<file path="config.mk">
export PLATFORM = sky130hd
export DESIGN_NAME = jk_cmd_driver
export DESIGN_NICKNAME = d
export VERILOG_FILES = /design/src/rtl/jk_cmd_driver.sv
export SDC_FILE = /design/constraint.sdc
export NUM_CORES = 1
export LEC_CHECK = 0
export BUFFER_PORTS_ARGS = -buffer_cell sky130_fd_sc_hd__buf_2
export CAP_MARGIN = 20
export CORE_MARGIN = 3
export CORE_UTILIZATION = 50
export DETAILED_ROUTE_END_ITERATION = 16
export GPL_ROUTABILITY_DRIVEN = 0
export GPL_TIMING_DRIVEN = 0
export PLACE_DENSITY = 0.69
export SLEW_MARGIN = 0
export SYNTH_ARGS = -nofsm -noshare
export SYNTH_HDL_FRONTEND = slang
export SYNTH_SLANG_ARGS = --single-unit
</file>
<file path="constraint.sdc">
create_clock -name clk -period 3.9 [get_ports clk]
set_input_delay 0.39 -clock clk [delete_from_list [all_inputs] [get_ports clk]]
set_output_delay 0.39 -clock clk [all_outputs]
set_load 0.1 [all_outputs]
</file>
<file path="src/rtl/jk_cmd_driver.sv">
// Queued J/K command sequencer: buffers {op,len} commands and replays each op for len+1 cycles.
// Optional Q reference checker is enabled with the JK_CMD_CHECK_EN macro.
module jk_cmd_driver #(
    parameter int DEPTH = 4,
    parameter int CNT_W = 4
) (
    input  logic             clk,
    input  logic             rst,
    input  logic             cmd_valid,
    output logic             cmd_ready,
    input  logic [1:0]       cmd_op,
    input  logic [CNT_W-1:0] cmd_len,
    input  logic             q_in,
    output logic             j,
    output logic             k,
    output logic             busy,
    output logic             err
);

    localparam int AW = $clog2(DEPTH);
    localparam logic [AW:0]      PTR_ONE = (AW+1)'(1);
    localparam logic [CNT_W-1:0] CNT_ONE = CNT_W'(1);

    typedef enum logic {IDLE, RUN} state_t;

    state_t           state, state_nxt;
    logic [1:0]       op_mem  [DEPTH];
    logic [CNT_W-1:0] len_mem [DEPTH];
    logic [AW:0]      wr_ptr, rd_ptr;
    logic [CNT_W-1:0] remaining;
    logic             full, empty, push, pop, jk_clr;
    logic [1:0]       head_op;
    logic [CNT_W-1:0] head_len;

    // Extra pointer MSB distinguishes full from empty when the index bits match.
    assign full      = (wr_ptr[AW] != rd_ptr[AW]) && (wr_ptr[AW-1:0] == rd_ptr[AW-1:0]);
    assign empty     = (wr_ptr == rd_ptr);
    assign cmd_ready = ~full;
    assign push      = cmd_valid & ~full;
    assign head_op   = op_mem[rd_ptr[AW-1:0]];
    assign head_len  = len_mem[rd_ptr[AW-1:0]];
    assign busy      = (state == RUN) | ~empty;

    always_ff @(posedge clk or posedge rst) begin
        if (rst) state <= IDLE;
        else     state <= state_nxt;
    end

    always_comb begin
        state_nxt = state;
        case (state)
            IDLE: if (!empty) state_nxt = RUN;
            RUN:  if (remaining == '0 && empty) state_nxt = IDLE;
            default: state_nxt = IDLE;
        endcase
    end

    always_comb begin
        pop    = 1'b0;
        jk_clr = 1'b0;
        case (state)
            IDLE: pop = ~empty;
            RUN: begin
                if (remaining == '0) begin
                    if (!empty) pop    = 1'b1;
                    else        jk_clr = 1'b1;
                end
            end
            default: jk_clr = 1'b1;
        endcase
    end

    // FIFO storage carries no reset; only pointers define its contents.
    always_ff @(posedge clk) begin
        if (push) begin
            op_mem[wr_ptr[AW-1:0]]  <= cmd_op;
            len_mem[wr_ptr[AW-1:0]] <= cmd_len;
        end
    end

    always_ff @(posedge clk or posedge rst) begin
        if (rst) begin
            wr_ptr    <= '0;
            rd_ptr    <= '0;
            remaining <= '0;
            j         <= 1'b0;
            k         <= 1'b0;
        end else begin
            if (push) wr_ptr <= wr_ptr + PTR_ONE;
            if (pop) begin
                rd_ptr    <= rd_ptr + PTR_ONE;
                {j, k}    <= head_op;
                remaining <= head_len;
            end else if (state == RUN && remaining != '0) begin
                remaining <= remaining - CNT_ONE;
            end else if (jk_clr) begin
                {j, k} <= 2'b00;
            end
        end
    end

`ifdef JK_CMD_CHECK_EN
    logic qm, qm_valid;

    // qm tracks what the flip-flop should hold after the J/K pair now on the outputs is applied.
    always_ff @(posedge clk or posedge rst) begin
        if (rst) begin
            qm       <= 1'b0;
            qm_valid <= 1'b0;
            err      <= 1'b0;
        end else begin
            case ({j, k})
                2'b01:   qm <= 1'b0;
                2'b10:   qm <= 1'b1;
                2'b11:   qm <= ~qm;
                default: qm <= qm;
            endcase
            if (j ^ k) qm_valid <= 1'b1;
            if (qm_valid && (q_in != qm)) err <= 1'b1;
        end
    end
`else
    logic unused_q_in;
    assign unused_q_in = q_in;
    assign err         = 1'b0;
`endif

endmodule

</file>
==> impl_metrics.toml <==
[worst_setup_path]
cp.required_ns = 3.51
max_stage_delay_ns = 0.40
r2r-start = "remaining[0]"
crit_slowest_cell = "dfrtp_1"
crit_fanout = 9
crit_chain = "buf_4 -> xnor2_1 -> nand3_1 -> or2_2 -> buf_2"
worstPathArrival_ns = 2.10
cp-end-kind = "primary output"
worstSetupPathType = "flop to primary output"
worstSetupStartpointType = "flop"
cp-startpoint = "rd_ptr[1]"

[clock_tree]
clk_latency_ns = 0.34
cts_resized = 0
h-tree-depth = 2
cts_buffers = 5
clock-root-buffer = "clkbuf_4"
holdBufCountCts = 0
cts_setup_buffers = 0
cts_tree = "yes"
cts.reportedPaths.clkPinSlew_ns = 0.11
cts.path.max_buffers = 2
cts.sinks = 37

[die]
die_h_um = 63.5
initial_utilization_pct = 53.2
dieArea_sq_mm = 0.00403
std_cell_rows = 20
die_x_um = 63.5
core_sq_mm = 0.00310
io_pins = 15

[final_layout]
n_antenna_cell = 0
final_layout_size_suffix_gt1_share_pct = 25.6
fin_nets = 140
layout_common_cells = "24 x edfxtp_1, 13 x buf_2, 13 x dfrtp_1"
final_common_cell = "edfxtp_1"
syn_to_final_growth_pct = 11.5
fin_cells = 169

[global_route]
grt_max_degree = 14
gr-usage-all-layers_pct = 16.4
overflow = 0
grt_pass1_vias = 920
grt_pass1_wl_um = 4770
antenna_found_initial = 0

[sta]
maxSlewViolCount = 0
tns_ns = 0
period_share_pct = 63.8
fin_ws_ns = 1.41
fmax_ghz = 0.402
fin_hold_ws_ns = 0.0638
finalHoldViolations = 0
rsz0062_at_grt = "false"
worstMarginPinSlew_ns = 0.529
finalCriticalPeriod_ns = 2.49
skew_ns = 0.0141
slew_headroom_pct = 64.7
final-setup-viol-count = 0

[synthesis]
ys_warn_count = 0
synth_nets = 121
synthCells = 105
synthDistinctLibCells = 31
synth_area_sq_mm = 0.00165
ys_seq_area_share_pct = 63.4
yosys.area.top_type = "edfxtp_1"
async_flop_share_pct = 35.1
synth_edf_count = 24
avgSynthCellArea_sq_um = 15.7
yosysTopAreaCellShare_pct = 43.7
ys_ff_latch = 37
ys.flop_type = "edfxtp_1"
synth.area.top_cells = "edfxtp_1 44%, dfrtp_1 20%, mux4_2 8.2%"

[power]
p_sw_mw = 0.630
switching_share_pct = 39.7
finalPower_mw = 1.58
power.leakage_nw = 0.731
power_density_mw_per_mm2 = 861
clockPowerShare_pct = 15.9
ir_drop_uv = 303
internal-power_mw = 0.955
pwr-share-seq_pct = 39.7
power_frac_comb_pct = 44.4

[drt]
top_layer_used = "met4"
met3_length_um = 80
wl_met2_um = 1350
first_pass_iters = 4
drt_iter0_markers = 27
drc_errors = 0
wire_per_inst_um = 16.2
postRouteAntennaNets = 0
met1Wirelength_um = 1280
viasPerCell = 5.06
vias = 855
finalWirelength_um = 2740

[place]
placedCellCount = 161
dp_hpwl_um = 1890
post-place-ws_ns = 1.80
io_buffers = 12

[run_status]
outcome = "completed"

[flow_run]
max_cap_violations = 0

[hold_path]
hold_class = "input port to asynchronous set/reset pin"
cells in the mapped netlist (2+ instances only):
library cell   n
xor2_1         5
a22o_1         2
dfrtp_1       13
ha_1           6
edfxtp_1      24
nand2_1        5
inv_1          5
and2_1         4
nand3_1        3
xnor2_1        5
buf_4          2
nand2b_1       2
mux2i_1        3
o21ai_0        2
nor2_1         2
o31ai_1        2
mux4_2         6
path summary, 6_finish.rpt:
path	to	slack, ns	cells after the start
setup / recovery	busy	1.41	5
min in group clk	len_mem[0][2]	0.27	1
hold / removal	wr_ptr[2]	0.06	2
max in group asynchronous	remaining[1]	3.47	2
hold reg to reg	k	0.52	1
setup reg to reg	rd_ptr[1]	1.92	5
power groups by stage:
| stage | combinational [mW] | clock [mW] | sequential [mW] |
|---|---|---|---|
| after floorplan | 0.515 | 0 | 0.683 |
| final | 0.703 | 0.252 | 0.629 |
| after global placement | 0.687 | 0 | 0.627 |
| after CTS | 0.713 | 0.258 | 0.630 |
| after detailed placement | 0.708 | 0 | 0.639 |
| after global routing | 0.770 | 0.285 | 0.643 |
cells by family (layout without fill, tap and decap cells):
kind of cell,after synthesis,after routing,synth area share (%)
AOI/OAI and AO/OA,13,13,6.29
xor gates and xnor gates,10,10,5.31
adders and majority gates,6,6,4.55
buffers and inverters,9,29,3.03
DFF,37,37,63.4
muxes,10,10,10.9
other,1,1,0.227
and+or+nand+nor,19,19,6.29
worst max-delay path: cells and delay by family, from the launching register on:
family / cells / cell delay [ns]
buffers and inverters: 2 / 0.47
AND/OR/NAND/NOR: 2 / 0.60
XOR/XNOR: 1 / 0.29
flip-flops: 1 / 0.40
metrics by stage:
stage / utilization [%] / instance area [sq um]
2_1_floorplan: - / 1650
3_3_place_gp: 56.9 / 1770
3_5_place_dp: 56.9 / 1770
4_1_cts: 59.3 / 1840
5_1_grt: 59.3 / 1840
6_report: 59.3 / 1840
registers in the layout, indices dropped and copies added, names as in the netlist:
signal / count
rd_ptr: 3
j: 1
len_mem: 16
k: 1
remaining: 4
state: 1
wr_ptr: 3
op_mem: 8
area by class of cell:
type	count	area (sq um)
multi-input cells	59	554
flip-flops and latches	37	1050
well taps	44	55.1
clock inverters	2	33.8
inverters	5	18.8
clock buffers	6	41.3
plain buffers	4	31.3
repair buffers	12	60.1
fillers	268	1260
per-layer routing:
metal  vias to the layer above  global-route usage [%]
li1                        424                       -
met2                        11                    26.7
met3                         5                    5.88
met4                         0                    4.85
met1                       415                    20.7
met5                         -                       0
Power figures use the tool's default switching activity.
